`src/rtl/shield_write_encryptor_rr.sv`:
```
// shield_write_encryptor_rr
// Write-path crypto engine: per-line CTR-mode encryption followed by a keyed
// tag over (output line || address || counter). NUM_AES pad cores are reused
// for ROUNDS = LINE_WIDTH/(128*NUM_AES) rounds. Block b of the line uses the
// pad for nonce {iv, counter} and block counter b, so the result does not
// depend on NUM_AES.
// Ports:
//   clk, rst_n                  clock, synchronous active-low reset
//   enc_req_*  (val/rdy)        plaintext line, counter, iv, mode
//                               (00 enc+auth, 01 enc only, 10 auth only,
//                               11 bypass)
//   enc_resp_* (val/rdy)        output line
//   auth_req_* (val/rdy)        address and counter bound into the tag
//   auth_resp_* (val/rdy)       tag
//   busy                        high outside IDLE and ACCEPT
//   dbg_state                   current FSM state
// Handshakes: a transfer happens on a cycle where val and rdy are both high.
// A producer keeps val and its payload stable until that cycle. All enc_req_*
// and auth_req_* inputs are sampled on their transfer cycle.
// The pad core and the tag core are lightweight keyed mixing functions with
// the same handshake and latency behaviour as the real cipher blocks.

module shield_aes_pad_core #(
  parameter int LATENCY = 1
) (
  input  logic         clk,
  input  logic         rst_n,
  input  logic         req_val,
  output logic         req_rdy,
  input  logic [95:0]  nonce,
  input  logic [31:0]  blk,
  output logic         pad_val,
  input  logic         pad_rdy,
  output logic [127:0] pad
);
  localparam logic [127:0] PAD_KEY = 128'h2b7e1516_28aed2a6_abf71588_09cf4f3c;

  logic         busy_q, busy_d;
  logic [7:0]   cnt_q, cnt_d;
  logic [127:0] pad_q, pad_d;
  logic [127:0] blk_in;
  logic [31:0]  whiten;

  assign blk_in  = {nonce, blk};
  assign whiten  = blk * 32'h9e37_79b9;
  assign req_rdy = !busy_q;
  assign pad_val = busy_q && (cnt_q == 8'd0);
  assign pad     = pad_q;

  always_comb begin
    busy_d = busy_q;
    cnt_d  = cnt_q;
    pad_d  = pad_q;
    if (req_val && !busy_q) begin
      busy_d = 1'b1;
      cnt_d  = 8'(LATENCY);
      pad_d  = {blk_in[95:0], blk_in[127:96]} ^ PAD_KEY ^ {4{whiten}};
    end else if (busy_q) begin
      if (cnt_q != 8'd0) cnt_d = cnt_q - 8'd1;
      else if (pad_rdy) busy_d = 1'b0;
    end
  end

  always_ff @(posedge clk) begin
    if (!rst_n) begin
      busy_q <= 1'b0;
      cnt_q  <= 8'd0;
      pad_q  <= '0;
    end else begin
      busy_q <= busy_d;
      cnt_q  <= cnt_d;
      pad_q  <= pad_d;
    end
  end
endmodule

module shield_hmac_core #(
  parameter int LINE_WIDTH = 512,
  parameter int ADDR_WIDTH = 32,
  parameter int CTR_WIDTH  = 32,
  parameter int LATENCY    = 2
) (
  input  logic                  clk,
  input  logic                  rst_n,
  input  logic                  req_val,
  output logic                  req_rdy,
  input  logic [LINE_WIDTH-1:0] data,
  input  logic [ADDR_WIDTH-1:0] addr,
  input  logic [CTR_WIDTH-1:0]  counter,
  output logic                  tag_val,
  input  logic                  tag_rdy,
  output logic [127:0]          tag
);
  localparam logic [127:0] MAC_KEY = 128'h6a09e667_bb67ae85_3c6ef372_a54ff53a;
  localparam int CHUNKS = LINE_WIDTH / 128;

  logic         busy_q, busy_d;
  logic [7:0]   cnt_q, cnt_d;
  logic [127:0] tag_q, tag_d;
  logic [127:0] acc;

  // Rotate-and-add chain over the 128-bit words of data, then {addr,counter}.
  always_comb begin
    acc = MAC_KEY;
    for (int c = 0; c < CHUNKS; c++)
      acc = {acc[122:0], acc[127:123]} + data[c*128 +: 128];
    acc = {acc[122:0], acc[127:123]} + 128'({addr, counter});
    acc = acc ^ MAC_KEY;
  end

  assign req_rdy = !busy_q;
  assign tag_val = busy_q && (cnt_q == 8'd0);
  assign tag     = tag_q;

  always_comb begin
    busy_d = busy_q;
    cnt_d  = cnt_q;
    tag_d  = tag_q;
    if (req_val && !busy_q) begin
      busy_d = 1'b1;
      cnt_d  = 8'(LATENCY);
      tag_d  = acc;
    end else if (busy_q) begin
      if (cnt_q != 8'd0) cnt_d = cnt_q - 8'd1;
      else if (tag_rdy) busy_d = 1'b0;
    end
  end

  always_ff @(posedge clk) begin
    if (!rst_n) begin
      busy_q <= 1'b0;
      cnt_q  <= 8'd0;
      tag_q  <= '0;
    end else begin
      busy_q <= busy_d;
      cnt_q  <= cnt_d;
      tag_q  <= tag_d;
    end
  end
endmodule

module shield_write_encryptor_rr #(
  parameter int SHIELD_ADDR_WIDTH    = 32,
  parameter int SHIELD_COUNTER_WIDTH = 32,
  parameter int LINE_WIDTH           = 512,
  parameter int HMAC_TAG_WIDTH       = 128,
  parameter int NUM_AES              = 2,
  parameter int AES_LATENCY          = 1,
  parameter int HMAC_LATENCY         = 2
) (
  input  logic                            clk,
  input  logic                            rst_n,
  input  logic [LINE_WIDTH-1:0]           enc_req_data,
  input  logic [SHIELD_COUNTER_WIDTH-1:0] enc_req_counter,
  input  logic [63:0]                     enc_req_iv,
  input  logic [1:0]                      enc_req_mode,
  input  logic                            enc_req_val,
  output logic                            enc_req_rdy,
  output logic [LINE_WIDTH-1:0]           enc_resp_data,
  output logic                            enc_resp_val,
  input  logic                            enc_resp_rdy,
  input  logic [SHIELD_COUNTER_WIDTH-1:0] auth_req_counter,
  input  logic [SHIELD_ADDR_WIDTH-1:0]    auth_req_addr,
  input  logic                            auth_req_val,
  output logic                            auth_req_rdy,
  output logic [HMAC_TAG_WIDTH-1:0]       auth_resp_tag,
  output logic                            auth_resp_val,
  input  logic                            auth_resp_rdy,
  output logic                            busy,
  output logic [2:0]                      dbg_state
);
  localparam int CHUNKS = LINE_WIDTH / 128;
  localparam int ROUNDS = CHUNKS / NUM_AES;
  localparam int RW     = (ROUNDS > 1) ? $clog2(ROUNDS) : 1;
  localparam int BW     = $clog2(LINE_WIDTH);

  typedef enum logic [2:0] {
    IDLE, ACCEPT, PAD_REQ, PAD_WAIT, RESP, AUTH_REQ, AUTH_RESP
  } state_t;

  state_t                          state_q, state_d;
  logic [RW-1:0]                   round_q, round_d;
  logic [NUM_AES-1:0]              issued_q, issued_d;
  logic [LINE_WIDTH-1:0]           out_q, out_d;
  logic [SHIELD_COUNTER_WIDTH-1:0] ctr_q, ctr_d;
  logic [63:0]                     iv_q, iv_d;
  logic [1:0]                      mode_q, mode_d;

  logic [NUM_AES-1:0] aes_req_val, aes_req_rdy, aes_pad_val, aes_pad_rdy;
  logic [127:0]       aes_pad [NUM_AES];
  logic [31:0]        ctr32;
  logic [BW-1:0]      base;
  logic               hmac_req_val, hmac_req_rdy, hmac_tag_val, hmac_tag_rdy;
  logic [127:0]       hmac_tag;

  assign ctr32 = 32'(ctr_q);

  for (genvar g = 0; g < NUM_AES; g++) begin : g_aes
    logic [31:0] blk;
    assign blk            = 32'(round_q) * 32'(NUM_AES) + 32'(g);
    assign aes_req_val[g] = (state_q == PAD_REQ) && !issued_q[g];
    assign aes_pad_rdy[g] = (state_q == PAD_WAIT) && (&aes_pad_val);
    shield_aes_pad_core #(.LATENCY(AES_LATENCY)) u_core (
      .clk     (clk),
      .rst_n   (rst_n),
      .req_val (aes_req_val[g]),
      .req_rdy (aes_req_rdy[g]),
      .nonce   ({iv_q, ctr32}),
      .blk     (blk),
      .pad_val (aes_pad_val[g]),
      .pad_rdy (aes_pad_rdy[g]),
      .pad     (aes_pad[g])
    );
  end

  assign hmac_req_val = (state_q == AUTH_REQ) && auth_req_val;
  assign hmac_tag_rdy = (state_q == AUTH_RESP) && auth_resp_rdy;

  shield_hmac_core #(
    .LINE_WIDTH (LINE_WIDTH),
    .ADDR_WIDTH (SHIELD_ADDR_WIDTH),
    .CTR_WIDTH  (SHIELD_COUNTER_WIDTH),
    .LATENCY    (HMAC_LATENCY)
  ) u_hmac (
    .clk     (clk),
    .rst_n   (rst_n),
    .req_val (hmac_req_val),
    .req_rdy (hmac_req_rdy),
    .data    (out_q),
    .addr    (auth_req_addr),
    .counter (auth_req_counter),
    .tag_val (hmac_tag_val),
    .tag_rdy (hmac_tag_rdy),
    .tag     (hmac_tag)
  );

  assign enc_req_rdy   = (state_q == ACCEPT);
  assign enc_resp_val  = (state_q == RESP);
  assign enc_resp_data = out_q;
  assign auth_req_rdy  = (state_q == AUTH_REQ) && hmac_req_rdy;
  assign auth_resp_val = (state_q == AUTH_RESP) && hmac_tag_val;
  assign auth_resp_tag = hmac_tag[HMAC_TAG_WIDTH-1:0];
  assign busy          = (state_q != IDLE) && (state_q != ACCEPT);
  assign dbg_state     = state_q;

  always_comb begin
    state_d  = state_q;
    round_d  = round_q;
    issued_d = issued_q;
    out_d    = out_q;
    ctr_d    = ctr_q;
    iv_d     = iv_q;
    mode_d   = mode_q;
    base     = '0;
    case (state_q)
      IDLE: if (&aes_req_rdy) state_d = ACCEPT;
      ACCEPT: if (enc_req_val) begin
        out_d    = enc_req_data;  // preloaded so pads XOR in place
        ctr_d    = enc_req_counter;
        iv_d     = enc_req_iv;
        mode_d   = enc_req_mode;
        round_d  = '0;
        issued_d = '0;
        state_d  = enc_req_mode[1] ? RESP : PAD_REQ;
      end
      PAD_REQ: begin
        // Cores may accept on different cycles; never re-issue an accepted one.
        issued_d = issued_q | (aes_req_val & aes_req_rdy);
        if (&issued_d) begin
          issued_d = '0;
          state_d  = PAD_WAIT;
        end
      end
      PAD_WAIT: if (&aes_pad_val) begin
        for (int i = 0; i < NUM_AES; i++) begin
          base = BW'((int'(round_q) * NUM_AES + i) * 128);
          out_d[base +: 128] = out_q[base +: 128] ^ aes_pad[i];
        end
        if (round_q == RW'(ROUNDS - 1)) state_d = RESP;
        else begin
          round_d = round_q + RW'(1);
          state_d = PAD_REQ;
        end
      end
      RESP: if (enc_resp_rdy) state_d = mode_q[0] ? IDLE : AUTH_REQ;
      AUTH_REQ: if (auth_req_val && hmac_req_rdy) state_d = AUTH_RESP;
      AUTH_RESP: if (hmac_tag_val && auth_resp_rdy) state_d = IDLE;
      default: state_d = IDLE;
    endcase
  end

  always_ff @(posedge clk) begin
    if (!rst_n) begin
      state_q  <= IDLE;
      round_q  <= '0;
      issued_q <= '0;
      out_q    <= '0;
      ctr_q    <= '0;
      iv_q     <= '0;
      mode_q   <= '0;
    end else begin
      state_q  <= state_d;
      round_q  <= round_d;
      issued_q <= issued_d;
      out_q    <= out_d;
      ctr_q    <= ctr_d;
      iv_q     <= iv_d;
      mode_q   <= mode_d;
    end
  end
endmodule

```
`config.mk`:
```
export PLATFORM = sky130hd
export DESIGN_NAME = shield_write_encryptor_rr
export DESIGN_NICKNAME = d
export VERILOG_FILES = /design/src/rtl/shield_write_encryptor_rr.sv
export SDC_FILE = /design/constraint.sdc
export NUM_CORES = 2
export LEC_CHECK = 0
export BUFFER_PORTS_ARGS = -buffer_cell sky130_fd_sc_hd__buf_2
export CAP_MARGIN = 20
export CELL_PAD_IN_SITES_DETAIL_PLACEMENT = 0
export CELL_PAD_IN_SITES_GLOBAL_PLACEMENT = 1
export CORE_AREA = 2 2 517 519
export CTS_CLUSTER_DIAMETER = 150
export DETAILED_ROUTE_END_ITERATION = 10
export DIE_AREA = 0 0 519 521
export HOLD_SLACK_MARGIN = 0.02
export PLACE_DENSITY = 0.64
export REMOVE_ABC_BUFFERS = 1
export SYNTH_ARGS = -nofsm -noshare
export SYNTH_HDL_FRONTEND = slang
export SYNTH_SLANG_ARGS = --single-unit
```
`constraint.sdc`:
```
create_clock -name clk -period 18.8 [get_ports clk]
set_input_delay 2.82 -clock clk [delete_from_list [all_inputs] [get_ports clk]]
set_output_delay 2.82 -clock clk [all_outputs]
set_load 0.03 [all_outputs]
```
==> run_summary.xml <==
<?xml version="1.0" encoding="UTF-8"?>
<metrics>
  <group name="power_and_ir_drop">
    <metric name="combPwrFrac" unit="">0.729</metric>
    <metric name="power.share.clock" unit="">0.125</metric>
    <metric name="ir_drop_worst_case_vdd" unit="mV">0.141</metric>
    <metric name="netSwitchingPower" unit="µW">9350</metric>
    <metric name="netSwitchingFraction" unit="">0.480</metric>
    <metric name="share_seq_of_total_power" unit="">0.145</metric>
    <metric name="leakagePower" unit="µW">0.0470</metric>
    <metric name="power-per-cell-area" unit="nW/µm²">184</metric>
    <metric name="internal_power" unit="µW">10100</metric>
  </group>
  <group name="placed_design">
    <metric name="post-place-cells" unit="">16500</metric>
    <metric name="io_buffer_count" unit="">1327</metric>
    <metric name="post_dp_cell_area" unit="µm²">99600</metric>
    <metric name="gpl_wtd_cong" unit="">0.957</metric>
    <metric name="dpl_worst_slack" unit="ns">-3.34</metric>
    <metric name="hpwlAfterDp" unit="mm">381</metric>
  </group>
  <group name="yosys">
    <metric name="part_of_the_yosys_area_used_for_sequential_elements" unit="">0.266</metric>
    <metric name="async_set_reset_flop_share_out_of_synthesis" unit="">0</metric>
    <metric name="post-synth-top-area-fraction" unit="">0.266</metric>
    <metric name="yosys_register_bits" unit="">968</metric>
    <metric name="synth_edf_count" unit="">0</metric>
    <metric name="synth_largest_area_cell" unit="">sky130_fd_sc_hd__dfxtp_1</metric>
    <metric name="synth_area_per_cell" unit="µm²">7.35</metric>
    <metric name="netlist-cell-type-count" unit="">108</metric>
    <metric name="synthFlopType" unit="">sky130_fd_sc_hd__dfxtp_1</metric>
    <metric name="yosys_warnings" unit="">0</metric>
    <metric name="ys_top_cells_by_area" unit="">sky130_fd_sc_hd__dfxtp_1, sky130_fd_sc_hd__ha_1, sky130_fd_sc_hd__a21oi_1, sky130_fd_sc_hd__nand2_1, sky130_fd_sc_hd__o21ai_0</metric>
    <metric name="synthesis.area" unit="µm²">73000</metric>
    <metric name="syn-instance-count" unit="">9926</metric>
  </group>
  <group name="sta">
    <metric name="final.period_utilization" unit="">0.994</metric>
    <metric name="worst_pin_slew" unit="ns">1.13</metric>
    <metric name="fmax" unit="MHz">53.5</metric>
    <metric name="rsz0062_at_grt" unit="">true</metric>
    <metric name="hold_viol" unit="">0</metric>
    <metric name="tns" unit="ns">0</metric>
    <metric name="fin_skew" unit="ns">0.0724</metric>
    <metric name="finalSetupViolCount" unit="">0</metric>
    <metric name="worst_slack" unit="ns">0.108</metric>
    <metric name="slew_headroom" unit="">0.248</metric>
    <metric name="maxSlewViolCount" unit="">0</metric>
    <metric name="post-route-min-period" unit="ns">18.69</metric>
  </group>
  <group name="finish">
    <metric name="filler_free_cell_count_of_the_finished_design" unit="">16900</metric>
    <metric name="finish.net_count" unit="">14300</metric>
    <metric name="syn_to_final_growth" unit="%">45.0</metric>
    <metric name="fillerInstances" unit="">27800</metric>
    <metric name="finished_cell_area" unit="µm²">106000</metric>
    <metric name="drive_gt1_frac" unit="">0.327</metric>
  </group>
  <group name="setup_path">
    <metric name="endpoint_kind" unit="">flip-flop</metric>
    <metric name="dominant_delay_contributor_by_cell_family_on_the_critical_path" unit="">compound AO/OA/AOI/OAI gates</metric>
    <metric name="reg2reg_setup_slack" unit="ns">0.11</metric>
    <metric name="critical_path.most_common_cell" unit="">sky130_fd_sc_hd__buf_4</metric>
    <metric name="cpMaxStageDelayCell" unit="">sky130_fd_sc_hd__o31a_1</metric>
    <metric name="timing.setup.critical_path_class" unit="">flip-flop to flip-flop</metric>
    <metric name="critical_path_peak_fanout" unit="">10</metric>
    <metric name="worstPathBufferInverterCount" unit="">35</metric>
    <metric name="cp.arrival" unit="ns">19.46</metric>
    <metric name="max_stage_delay_on_crit_path" unit="ns">0.41</metric>
    <metric name="start_kind" unit="">flip-flop</metric>
    <metric name="required" unit="ns">19.57</metric>
  </group>
  <group name="clocking">
    <metric name="numCtsBuffers" unit="">118</metric>
    <metric name="cts-root-buf" unit="">sky130_fd_sc_hd__clkbuf_16</metric>
    <metric name="postCtsHoldBufs" unit="">0</metric>
    <metric name="htreeDepth" unit="">3</metric>
    <metric name="cts_sinks" unit="">968</metric>
    <metric name="clkTransAtPathRegs" unit="ns">0.06</metric>
    <metric name="tritoncts" unit="">done</metric>
    <metric name="clock_path_buffers" unit="">3</metric>
    <metric name="source_to_sink_clock_delay_at_the_later_pin_of_the_worst_skew_pair" unit="ns">0.82</metric>
  </group>
  <group name="routing">
    <metric name="number_of_optimization_iterations_in_the_first_detailed_route_pass" unit="">6</metric>
    <metric name="drt-vias-per-instance" unit="">5.39</metric>
    <metric name="drt_wl_total" unit="mm">460</metric>
    <metric name="detail_route.drc_violations" unit="">0</metric>
    <metric name="vias" unit="">90900</metric>
    <metric name="wl_per_cell" unit="µm">27.3</metric>
    <metric name="post_route_antenna_net_violation_count" unit="">0</metric>
    <metric name="drt-initial-drc-count" unit="">7857</metric>
  </group>
  <group name="global_routing">
    <metric name="grt_start_max_net_pins" unit="">192</metric>
    <metric name="grt_overflow_total" unit="">0</metric>
    <metric name="grt_usage" unit="">0.324</metric>
    <metric name="grt_pass1_vias" unit="">87600</metric>
    <metric name="antenna_found_initial" unit="">148</metric>
    <metric name="grt_first_pass_wirelength" unit="mm">642</metric>
  </group>
  <group name="floorplanning">
    <metric name="die_h" unit="µm">521</metric>
    <metric name="pin_count" unit="">1328</metric>
    <metric name="die-area" unit="µm²">270000</metric>
    <metric name="die_x" unit="µm">519</metric>
    <metric name="row_count" unit="">189</metric>
    <metric name="floorplan.initialDensity" unit="">0.276</metric>
    <metric name="total_core_area" unit="µm²">264000</metric>
  </group>
  <group name="flow_run">
    <metric name="max_cap_violations" unit="">0</metric>
  </group>
  <group name="run_status">
    <metric name="run_status" unit="">finished clean</metric>
  </group>
  <group name="hold_path">
    <metric name="hold_path_class" unit="">flip-flop to flip-flop</metric>
  </group>
</metrics>
registers in the layout, summed over array words and instances, names as in the netlist:
signal / flops
ctr32: 32
dbg_state: 3
enc_resp_data: 512
g_aes.u_core.busy_q: 2
g_aes.u_core.cnt_q: 16
g_aes.u_core.pad: 198
issued_q: 2
iv_q: 64
mode_q: 1
round_q: 1
u_hmac.busy_q: 1
u_hmac.cnt_q: 8
u_hmac.tag: 128
timing repair:
item	CTS	global route
setup endpoints to repair	126	109
cloned	0	1
pin swaps	88	133
setup buffers	45	25
gates resized for setup	153	174
through the flow:
step / total power, µW / hold slack, ns / utilization
after floorplan: 9340 / 0.432 / -
after global placement: 16500 / 0.435 / 0.377
after detailed placement: 16500 / 0.444 / 0.377
after CTS: 19200 / 0.449 / 0.396
after global routing: 20700 / 0.474 / 0.400
final: 19500 / 0.451 / 0.400
worst reg2reg max path, delay by kind of cell, from the launching register on:
kind	cells	cell delay, ns
AO/OA/AOI/OAI	43	8.63
flip-flops	1	0.32
XOR/XNOR	4	0.51
AND/OR/NAND/NOR	16	2.71
adder cells (fa/ha/maj)	5	1.37
buffers and inverters	35	5.12
power groups by stage:
stage	clock network, µW	logic (µW)	registers, µW
finish	2440	14200	2830
global route	2540	15300	2850
CTS	2480	13900	2820
detailed placement	0	13700	2860
global placement	0	13600	2850
floorplan	0	6400	2940
layout by cell type (no fill, tap or decap), types with 130 or more instances in the layout:
master,Yosys,final
sky130_fd_sc_hd__a211oi_1,172,163
sky130_fd_sc_hd__a21o_1,246,245
sky130_fd_sc_hd__a21oi_1,1077,1046
sky130_fd_sc_hd__a221oi_1,333,330
sky130_fd_sc_hd__buf_2,26,1327
sky130_fd_sc_hd__buf_4,11,2412
sky130_fd_sc_hd__dfxtp_1,968,966
sky130_fd_sc_hd__ha_1,450,441
sky130_fd_sc_hd__inv_1,226,225
sky130_fd_sc_hd__nand2_1,1159,1147
sky130_fd_sc_hd__nand3_1,147,138
sky130_fd_sc_hd__nand4_1,184,184
sky130_fd_sc_hd__nor2_1,1057,1044
sky130_fd_sc_hd__nor3_1,146,130
sky130_fd_sc_hd__nor3b_1,328,326
sky130_fd_sc_hd__o21ai_0,838,795
sky130_fd_sc_hd__xnor2_1,463,454
sky130_fd_sc_hd__xor2_1,203,200
synth_stat cells (61+ instances only):
cell / count
sky130_fd_sc_hd__nand2_1: 1159
sky130_fd_sc_hd__nor2_1: 1057
sky130_fd_sc_hd__xnor2_1: 463
sky130_fd_sc_hd__nor3b_1: 328
sky130_fd_sc_hd__xor2_1: 203
sky130_fd_sc_hd__a211oi_1: 172
sky130_fd_sc_hd__nor3_1: 146
sky130_fd_sc_hd__nand2b_1: 68
sky130_fd_sc_hd__inv_1: 226
sky130_fd_sc_hd__nand3_1: 147
sky130_fd_sc_hd__dfxtp_1: 968
sky130_fd_sc_hd__nor2b_1: 64
sky130_fd_sc_hd__ha_1: 450
sky130_fd_sc_hd__clkbuf_1: 598
sky130_fd_sc_hd__o21ai_0: 838
sky130_fd_sc_hd__or2_2: 96
sky130_fd_sc_hd__a22oi_1: 99
sky130_fd_sc_hd__a32oi_1: 67
sky130_fd_sc_hd__a21oi_1: 1077
sky130_fd_sc_hd__a221oi_1: 333
sky130_fd_sc_hd__a21o_1: 246
sky130_fd_sc_hd__nand4_1: 184
sky130_fd_sc_hd__a31oi_1: 67
sky130_fd_sc_hd__o21bai_1: 104
sky130_fd_sc_hd__o21a_1: 61
path summary, 6_finish.rpt:
| check | endpoint | start | cells after the start |
|---|---|---|---|
| min reg2reg | u_hmac.tag[11] | u_hmac.tag[11] | 2 |
| max reg2reg | u_hmac.tag[105] | enc_resp_data[1] | 103 |
| max | u_hmac.tag[105] | enc_resp_data[1] | 103 |
| min | u_hmac.tag[11] | u_hmac.tag[11] | 2 |
per-layer routing:
| layer | up-vias | GRT usage | routed length (µm) |
|---|---|---|---|
| li1 | 42800 | - | - |
| met3 | 707 | 0.0628 | 31100 |
| met2 | 3357 | 0.524 | 207000 |
| met1 | 44000 | 0.414 | 198000 |
| met5 | - | 0 | 309 |
| met4 | 50 | 0.152 | 24100 |
final cells by class:
class	count	area (µm²)	area share
clock inverters	53	654	0.00619
multi-input cells	8090	51800	0.489
flip-flops and latches	968	19400	0.183
well taps	3533	4420	0.0418
diodes	53	133	0.00125
inverters	227	860	0.00813
clock buffers	167	3360	0.0318
repair buffers	3766	25200	0.238
kinds of logic after synthesis:
| kind of cell | after synthesis | share of synthesized area |
|---|---|---|
| muxes | 12 | 0.00173 |
| xor gates and xnor gates | 666 | 0.0799 |
| and+or+nand+nor | 3556 | 0.234 |
| adders and majority gates | 454 | 0.0783 |
| DFF | 968 | 0.266 |
| buffers and inverters | 868 | 0.0458 |
| AOI/OAI and AO/OA | 3402 | 0.295 |
Note: power is estimated with default switching activity, not from simulation.
